### config.mk
export PLATFORM = sky130hd
export DESIGN_NAME = fifo_nibble_packer
export DESIGN_NICKNAME = d
export VERILOG_FILES = /design/src/rtl/fifo_pkg.sv /design/src/rtl/nibble_capture_reg.sv /design/src/rtl/fifo_nibble_packer.sv
export SDC_FILE = /design/constraint.sdc
export NUM_CORES = 1
export LEC_CHECK = 0
export BUFFER_PORTS_ARGS = -buffer_cell sky130_fd_sc_hd__buf_2
export CAP_MARGIN = 20
export CORE_ASPECT_RATIO = 0.7
export CORE_MARGIN = 2
export CORE_UTILIZATION = 24
export CTS_BUF_LIST = sky130_fd_sc_hd__clkbuf_16
export CTS_CLUSTER_DIAMETER = 100
export DETAILED_ROUTE_END_ITERATION = 6
export SYNTH_ARGS = -nofsm -noshare
export SYNTH_HDL_FRONTEND = slang
export SYNTH_HIERARCHICAL = 1
export SYNTH_SLANG_ARGS = --single-unit
### constraint.sdc
create_clock -name Clock -period 1.6 [get_ports Clock]
set_clock_uncertainty 0.05 [all_clocks]
set_input_delay 0.16 -clock Clock [delete_from_list [all_inputs] [get_ports Clock]]
set_output_delay 0.16 -clock Clock [all_outputs]
set_load 0.005 [all_outputs]
### src/rtl/fifo_pkg.sv
// Shared widths, types and parity helper for the FIFO read-side datapath.
package fifo_pkg;
  localparam int unsigned NIBBLE_W = 4;
  localparam int unsigned BYTE_W   = 8;
  localparam int unsigned PARITY_W = 1;

  typedef logic [NIBBLE_W-1:0] nibble_t;
  typedef logic [BYTE_W-1:0]   byte_t;

  typedef struct packed {
    logic [PARITY_W-1:0] par;
    nibble_t             data;
  } nib_par_t;

  // 1 when nibble plus parity lane carry an odd number of ones (even-parity violation).
  function automatic logic even_par(input nibble_t nibble, input logic [PARITY_W-1:0] par);
    return ^{par, nibble};
  endfunction
endpackage

### src/rtl/nibble_capture_reg.sv
// Holds the first nibble of a pair (with its parity lane) and the lo_valid flag.
module nibble_capture_reg
  import fifo_pkg::*;
(
  input  logic     Clock,
  input  logic     Sclr,
  input  logic     load,
  input  logic     clear,
  input  nib_par_t d,
  output nib_par_t q,
  output logic     lo_valid
);
  always_ff @(posedge Clock) begin
    if (Sclr) begin
      q        <= '0;
      lo_valid <= 1'b0;
    end else if (load) begin
      q        <= d;
      lo_valid <= 1'b1;
    end else if (clear) begin
      lo_valid <= 1'b0;
    end
  end
endmodule

### src/rtl/fifo_nibble_packer.sv
// Drains a showahead-off 4-bit FIFO and packs nibble pairs onto a valid/ready byte stream.
// Macro PARITY_CHECK_EN enables per-byte and sticky even-parity checking of the EDO lane.
module fifo_nibble_packer
  import fifo_pkg::*;
#(
  parameter bit      LO_FIRST   = 1'b1,
  parameter nibble_t PAD_NIBBLE = 4'h0
) (
  input  logic                Clock,
  input  logic                Sclr,
  input  logic                Empty,
  input  logic [NIBBLE_W-1:0] Q,
  input  logic [PARITY_W-1:0] EDO,
  output logic                RdReq,
  input  logic                Flush,
  output logic [BYTE_W-1:0]   Byte,
  output logic                ByteValid,
  input  logic                ByteReady,
  output logic                Partial,
  output logic                ParErr,
  output logic                ParErrSticky
);
  logic       inflight;
  logic       lo_valid;
  nib_par_t   cap_d;
  nib_par_t   held;
  logic [2:0] occ;
  logic       out_free;
  logic       capture_lo;
  logic       capture_pair;
  logic       flush_ok;
  logic       load_byte;
  byte_t      pair_byte;
  byte_t      flush_byte;

  // Reads are throttled on registered state only, so ByteReady never reaches RdReq.
  assign occ          = 3'({ByteValid, 1'b0}) + 3'(lo_valid) + 3'(inflight);
  assign RdReq        = !Sclr && !Empty && (occ < 3'd3);
  assign out_free     = !ByteValid || ByteReady;
  assign capture_lo   = inflight && !lo_valid;
  assign capture_pair = inflight && lo_valid;
  assign flush_ok     = Flush && lo_valid && !inflight && Empty && out_free;
  assign load_byte    = capture_pair || flush_ok;
  assign pair_byte    = LO_FIRST ? {Q, held.data} : {held.data, Q};
  assign flush_byte   = LO_FIRST ? {PAD_NIBBLE, held.data} : {held.data, PAD_NIBBLE};

  nibble_capture_reg u_cap (
    .Clock    (Clock),
    .Sclr     (Sclr),
    .load     (capture_lo),
    .clear    (load_byte),
    .d        (cap_d),
    .q        (held),
    .lo_valid (lo_valid)
  );

  always_ff @(posedge Clock) begin
    if (Sclr) inflight <= 1'b0;
    else      inflight <= RdReq;
  end

  always_ff @(posedge Clock) begin
    if (Sclr) begin
      Byte      <= '0;
      ByteValid <= 1'b0;
      Partial   <= 1'b0;
    end else if (load_byte) begin
      Byte      <= capture_pair ? pair_byte : flush_byte;
      ByteValid <= 1'b1;
      Partial   <= flush_ok;
    end else if (ByteReady) begin
      ByteValid <= 1'b0;
    end
  end

`ifdef PARITY_CHECK_EN
  assign cap_d = '{par: EDO, data: Q};

  always_ff @(posedge Clock) begin
    if (Sclr) begin
      ParErr       <= 1'b0;
      ParErrSticky <= 1'b0;
    end else begin
      if (load_byte)
        ParErr <= even_par(held.data, held.par) || (capture_pair && even_par(Q, EDO));
      if (ByteValid && ByteReady && ParErr)
        ParErrSticky <= 1'b1;
    end
  end
`else
  logic unused_par;
  assign cap_d        = '{par: '0, data: Q};
  assign unused_par   = ^{EDO, held.par};
  assign ParErr       = 1'b0;
  assign ParErrSticky = 1'b0;
`endif

  // A second nibble must never land on an occupied, stalled output register.
  a_no_overflow: assert property (@(posedge Clock) disable iff (Sclr) !(capture_pair && !out_free));
endmodule

==> summary.md, run 1 <==
Wire length after detailed routing: 1850 µm. Traced cell by cell, the critical path runs through ha_4 -> ha_4 -> a2111oi_4 -> buf_2. The region available for standard cell placement spans 3210 µm².

The cell count after synthesis came out at 86. In this run, the combinational gates consume 11.0% of the power. Synthesized cell area: 820 µm².

The number of buffers on the longest clock path is 2. The endpoint arrival time on the critical path was 1.44 ns; the clock transition time at the flip-flop clock pins of the worst setup and hold paths was 0.05 ns. Setup repair after global routing could not meet its margin everywhere. The final reports fail on setup timing. The worst-case IR drop observed on VDD is 0.334 mV. The highest net fanout along the worst path works out to 3. For the static leakage, the log shows 0.449 nW.

In this run switching power makes up 22.2% of total power. The largest single stage delay on the critical path is 0.36 ns. The run finished, with violations left. The post-layout net count is 123.

For the upper clock frequency limit, the log shows 607 MHz. Global routing used 10.9% of the available tracks across all layers. The tools report the net load switching power as 229 µW.

The HPWL after detailed placement was 1370 µm. The initial core utilization was 25.5%. The count of pins on the block boundary is 23, and the count of antenna diodes in the layout is 0. The worst setup path is captured at an output port.

A synthesized cell averages 9.53 µm². The number of failing hold endpoints at the final stage is 0, and the time the final worst path needs with I/O delays and setup is 1.65 ns. The detail route stage leaves a number of antenna-violating nets equal to 0.

Routability-driven placement finished with a final weighted congestion of 0.777. The number of global-route vias before repair came out at 695. Buffers placed on the I/O ports in this run total 19. The family with the most delay on the worst path is adder cells. The buffer and inverter count on the worst path was 1. Required time at the worst-slack endpoint: 1.39 ns. In the final routed layout, each cell accounts on average for 11.9 µm. CTS placed an instance of clkbuf_16 at the clock tree root. The final number of max-transition violations is 0.

After the first detailed-routing iteration, the DRC count stood at 57. Worst hold path class: primary input to flop. The area growth from synthesis to layout is 35.1%. TritonCTS built the clock tree.

The filler cells instantiated in the layout total 338. Type of the worst setup path: flop to output port. The clock reaches the later pin of the worst-skew pair after 0.25 ns. In this run, CTS created clock tree buffers numbering 3. Number of vias per cell: 4.43.

The utilization of the core after routing came out at 34.5%. The initialized floorplan defines 17 standard-cell rows. The multi-input combinational cells in the finished layout cover a total of 458 µm². The first detailed-routing pass took 3 iterations.

The post-route netlist has 37.6% of its cells at a drive strength greater than 1. The via total after detailed routing is 691. The tools report the final routed DRC violation total as 0.

The initial antenna violation count was 0. The die covers 3910 µm². Clock tree synthesis found a total of 16 sinks.

The total congestion overflow after global routing came out at 0. The internal power of the cells totals 800 µW. The H-tree depth reported by CTS is 1.

The design draws 1.03 mW. The finished layout holds 156 standard cells, fillers aside. The worst-path cell with the longest stage delay is dfxtp_4. The clock share of power was 47.8%; the die outline width was 73.8 µm. Entering global routing, the biggest net connects 17 pins.

The run gives 151 as the number of cells in the design after placement. The final critical-path setup slack is -0.0479 ns. The worst setup path is launched from a flop. For the number of warnings printed during yosys synthesis, the log shows 6. The tools report the wire length of the first global-routing pass as 3190 µm.

Across the whole layout, storage elements account for 325 µm². Buffers inserted to repair hold after CTS numbered 0. From bottom edge to top edge, the die measures 52.9 µm. The share of the clock period used by the worst path after layout was 103%. Power spread over the standard cell area amounts to 929 nW/µm². In this design, the critical path's most frequently occurring cell is ha_4. Max-cap violations in this run came to 0. For the total of endpoints with negative setup slack in the final report, the log shows 1. The relative contribution of sequential cells to total power came out at 41.3%. At the placement stage, the worst setup path has a slack of 0.0462 ns.
[sequential cells by signal, indices dropped and copies added (netlist names)]
name            cells
u_cap/q             4
Byte                8
ByteValid           1
u_cap/lo_valid      1
Partial             1
inflight            1
[layout by cell type, fill, tap and decap left out, types with 2 or more instances in the layout]
master	count
nand2b_1	5
buf_4	7
a21oi_1	7
o211ai_1	4
nor3b_1	4
inv_2	3
conb_1	2
nand2_1	6
a2bb2oi_1	4
mux2i_1	4
ha_4	3
nand4_1	4
dfxtp_1	14
clkbuf_16	3
nor2_1	5
o311ai_0	3
buf_2	19
inv_1	2
[timing repair]
item / in CTS / in global routing
setup endpoints to repair: 1 / 2
pin swaps: 2 / 3
gates cloned: 0 / 0
gates resized for setup: 8 / 5
buffers inserted: 1 / 0
endpoints found under the hold margin: 0 / 0
[metrics by stage]
| step | setup TNS (ns) | cell area (µm²) | hold WS, ns |
|---|---|---|---|
| after floorplan | 0 | 823 | 0.179 |
| after global placement | 0 | 960 | 0.350 |
| after detailed placement | 0 | 960 | 0.355 |
| after CTS | -0.0623 | 1090 | 0.122 |
| after global routing | -0.0964 | 1110 | 0.131 |
| final | -0.0479 | 1110 | 0.122 |
[worst paths after layout]
check	startpoint	end	slack, ns	depth (start not counted)
min	Empty	inflight$_SDFF_PP0_	0.12	2
max	inflight$_SDFF_PP0_	RdReq	-0.05	4
max reg2reg	inflight$_SDFF_PP0_	Byte[0]$_SDFFE_PP0P_	0.11	7
min reg2reg	Partial$_SDFFE_PP0P_	Partial$_SDFFE_PP0P_	0.41	2
[power by group through the flow]
stage | Clock (mW) | Sequential, mW | Combinational [mW]
after detailed placement | 0 | 0.430 | 0.0960
after global placement | 0 | 0.429 | 0.0919
after global routing | 0.523 | 0.426 | 0.124
final | 0.492 | 0.424 | 0.113
after floorplan | 0 | 0.429 | 0.0651
after CTS | 0.499 | 0.424 | 0.107
[metal layers]
metal  up-vias  GRT usage (%)  wire length [µm]
li1        348              -                 -
met1       332           11.8               853
met2        11           19.3               928
met3         0           4.00                68
met4         0           4.24                 0
met5         -              0                 0
[worst register-to-register path, stage by stage (launching register included)]
cell and delay [ns]:
dfxtp_4 0.36, ha_4 0.17, buf_4 0.12, buf_4 0.17
inv_2 0.09, buf_12 0.12, a2bb2oi_1 0.15, o311ai_0 0.13
[final cells by class]
cell class	instances	share of cell area [%]
Multi-Input combinational cell	57	41.4
Sequential cell	16	29.4
Timing Repair Buffer	27	15.1
Clock buffer	3	6.78
Tap cell	47	5.31
Inverter	5	1.69
Clock inverter	1	0.339
Note: power is estimated with default switching activity, not from simulation.
==> run 2: changes to the inputs <==
--- a/config.mk
+++ b/config.mk
@@ -5,14 +5,14 @@
 export SDC_FILE = /design/constraint.sdc
 export NUM_CORES = 1
 export LEC_CHECK = 0
-export BUFFER_PORTS_ARGS = -buffer_cell sky130_fd_sc_hd__buf_2
-export CAP_MARGIN = 20
 export CORE_ASPECT_RATIO = 0.7
 export CORE_MARGIN = 2
 export CORE_UTILIZATION = 24
 export CTS_BUF_LIST = sky130_fd_sc_hd__clkbuf_16
 export CTS_CLUSTER_DIAMETER = 100
 export DETAILED_ROUTE_END_ITERATION = 6
+export DONT_BUFFER_PORTS = 1
+export SETUP_SLACK_MARGIN = 0.5
 export SYNTH_ARGS = -nofsm -noshare
 export SYNTH_HDL_FRONTEND = slang
 export SYNTH_HIERARCHICAL = 1
==> summary.md, run 2 (synthesis results as in run 1) <==
The logs give 23 (unchanged) for the count of pins on the block boundary and 1.04 mW (+1.5%) for the overall power. The endpoint arrival time on the critical path is 1.32 ns (-0.12 ns), and the share of the clock period used by the worst path after layout is 95.8% (-7.2 points). Die outline width: 73.8 µm (unchanged). The required time at the worst-slack endpoint was 1.39 ns (about the same). The run finished with clean final reports.

The cell type with the highest occurrence count on the critical path was inv_4. For hold timing, the worst endpoint is Byte[6]$_SDFFE_PP0P_. The logs give 0 (unchanged) for the initial antenna violation count and 0.325 mV (-2.6%) for the worst voltage drop across the vdd grid.

The critical path is of the flop to output port type. Worst hold path class: primary input to flop. The tools report the slack of the worst reg-to-reg path as 0.24 ns (+0.13 ns).

The tools report the number of iterations in the first detailed-routing pass as 4 (+1). More flip-flops sit in one register than any other, and that register is Byte. For the site row count, the log shows 17 (unchanged). For the number of failing hold endpoints at the final stage, the log shows 0 (unchanged).

For the final number of max-transition violations, the log shows 0 (unchanged). Worst-path cell with the longest stage delay: dfxtp_4. The tools report the H-tree depth reported by CTS as 1 (unchanged).

The wire length after detailed routing was 2190 µm (+18%); the clock latency on the worst-skew pair was 0.25 ns (about the same). The largest stage delay on the critical path was 0.38 ns (+0.02 ns). The most common cell after layout, fill and taps aside was dfxtp_1. The number of global-route vias before repair is 711 (+2.3%), and the violation count after the first detailed-route iteration is 99 (+74%).

The tools report the worst hold path startpoint as Q[2]. Per-cell routed wire length: 15.4 µm (+30%). The overall die area came out at 3910 µm² (unchanged). Leaving out fill and tap cells, the most frequent cells in the layout are dfxtp_1 (13), nand2_1 (6), nand2b_1 (5). The largest registers in the layout are Byte (8), u_cap/q (4). Clock share of power: 46.7% (-1.1 points). Setup repair after global routing could not meet its margin everywhere.

The cell at the root of the clock tree was clkbuf_16. The length in cells of the worst reg-to-reg path was 6 (-1); the wire length of the first global-routing pass was 3160 µm (-1.1%). The logs give 0 (unchanged) for the final routed DRC violation total and 0 (unchanged) for the count of antenna diodes in the layout.

The highest net fanout along the worst path was 4 (+1); the global-route usage over all layers was 11.2% (+0.28 points). The internal portion of total power is 812 µW (+1.5%). Time the final worst path needs with I/O delays and setup: 1.53 ns (-0.115 ns). The run gives 109 (-11%) as the post-layout net count. The run gives 301 (-11%) as the filler cell count. The routability-driven placement congestion ratio is 0.686 (-12%), and the synthesis-to-finish area growth is 47.2%. The fraction of layout instances using a drive strength above 1 is 41.1% (+3.4 points), and the net load switching power is 232 µW (+1.6%). The endpoint class of the critical path was an output port. The headroom to the max-slew limit came out at 60.6%. The cell depth of the worst min-delay path was 2 (unchanged).

Walking the worst path, the cells encountered are inv_4 -> ha_4 -> inv_4 -> a2111oi_4. The clock transition time at the flip-flop clock pins of the worst setup and hold paths is 0.05 ns (about the same). The areal power density over the cells works out to 865 nW/µm² (-6.8%). The number of vias per cell was 4.74 (+7.0%). The total congestion overflow after global routing came out at 0 (unchanged). The via total after detailed routing is 673 (-2.6%). The run gives 652 MHz (+7.5%) as the upper clock frequency limit.

The run gives 14 (-3) as the pin count of the biggest net entering global routing. The number of flip-flops under the largest register name is 8 (unchanged). The fraction of power consumed by combinational cells is 12.4% (+1.4 points), and the net switching share of the total power is 22.2% (about the same). The initial core utilization is 25.5% (unchanged), and the HPWL after detailed placement is 1300 µm (-5.7%). For the setup TNS, the log shows 0 ns (+0.0479 ns). The worst setup path is launched from a flop. The standard cell core area was 3210 µm² (unchanged).

The tools report the relative contribution of sequential cells to total power as 40.9% (-0.4 points). The count of max-cap constraint violations was 0 (unchanged); the number of buffers on the longest clock path was 2 (unchanged). The worst register-to-register path ends at Byte[7]$_SDFFE_PP0P_. The run gives 3 (unchanged) as the TritonCTS buffer count.

The number of input and output port buffers inserted was 0 (-19); the total of endpoints with negative setup slack in the final report was 0 (-1). The run gives 16 (unchanged) as the clock sink count. The static leakage is 0.431 nW (-4.0%). TritonCTS built the clock tree. The worst register-to-register path begins at u_cap/lo_valid$_SDFFE_PP0P_. At the pin with the least slew margin, the transition time is 0.591 ns. The die height came out at 52.9 µm (unchanged).

The tools report the worst hold slack as 0.0133 ns (-0.108 ns). For the number of nets with antenna violations after detailed routing, the log shows 0 (unchanged).
run 2: final cells by class:
cell class	instances	area (µm²)	share of cell area, %
sequential	16	329	27.3
clock buffer	3	75.1	6.22
inverter	5	31.3	2.59
timing repair inverter	1	6.26	0.519
multi-input combinational	57	554	46.0
timing repair buffer	12	148	12.2
clock inverter	1	3.75	0.311
tap	47	58.8	4.88
run 2: power groups by stage:
| stage | logic (mW) | clock network [mW] | registers [mW] |
|---|---|---|---|
| global route | 0.139 | 0.513 | 0.429 |
| global placement | 0.0626 | 0 | 0.433 |
| floorplan | 0.0740 | 0 | 0.431 |
| finish | 0.129 | 0.487 | 0.427 |
| CTS | 0.0944 | 0.501 | 0.428 |
| detailed placement | 0.0646 | 0 | 0.434 |
run 2: worst max-delay path by stage:
stage                        to                        start  slack, ns  depth (start not counted)
after global placement    RdReq  u_cap/lo_valid$_SDFFE_PP0P_       0.19                          3
after global routing      RdReq  u_cap/lo_valid$_SDFFE_PP0P_       0.02                          4
after detailed placement  RdReq  u_cap/lo_valid$_SDFFE_PP0P_       0.18                          3
final                     RdReq  u_cap/lo_valid$_SDFFE_PP0P_       0.07                          4
after CTS                 RdReq  u_cap/lo_valid$_SDFFE_PP0P_       0.03                          3
after floorplan           RdReq  u_cap/lo_valid$_SDFFE_PP0P_       0.34                          4
run 2: worst max-delay path: cells and delay by family, from the launching register on:
kind	cells	cell delay, ns
AOI/OAI and AO/OA	1	0.35
DFF	1	0.38
buffers and inverters	2	0.08
adders and majority gates	1	0.26
run 2: routing by layer:
layer  GRT usage [%]  wire (µm)  part of all wire [%]
met1            10.9        898                    41
met2            20.2       1170                    53
met3            4.19         89                   4.1
met4            6.67         31                   1.4
met5               0          0                     0
run 2: timing repair:
action | CTS | global route
buffers inserted | 2 | 3
endpoints found under the setup margin | 16 | 17
gates cloned | 1 | 1
pin swaps | 4 | 12
hold buffers | 3 | 0
gates resized for setup | 15 | 27
endpoints found under the hold margin | 12 | 0
run 2: metrics by stage:
| step | cell area [µm²] | setup WS [ns] | std cells | utilization (%) |
|---|---|---|---|---|
| finish | 1210 | 0.0673 | 142 | 37.6 |
| global placement | 860 | 0.190 | 128 | 26.8 |
| floorplan | 865 | 0.341 | 87 | - |
| CTS | 1050 | 0.0256 | 138 | 32.8 |
| global route | 1210 | 0.0249 | 142 | 37.6 |
| detailed placement | 860 | 0.177 | 128 | 26.8 |
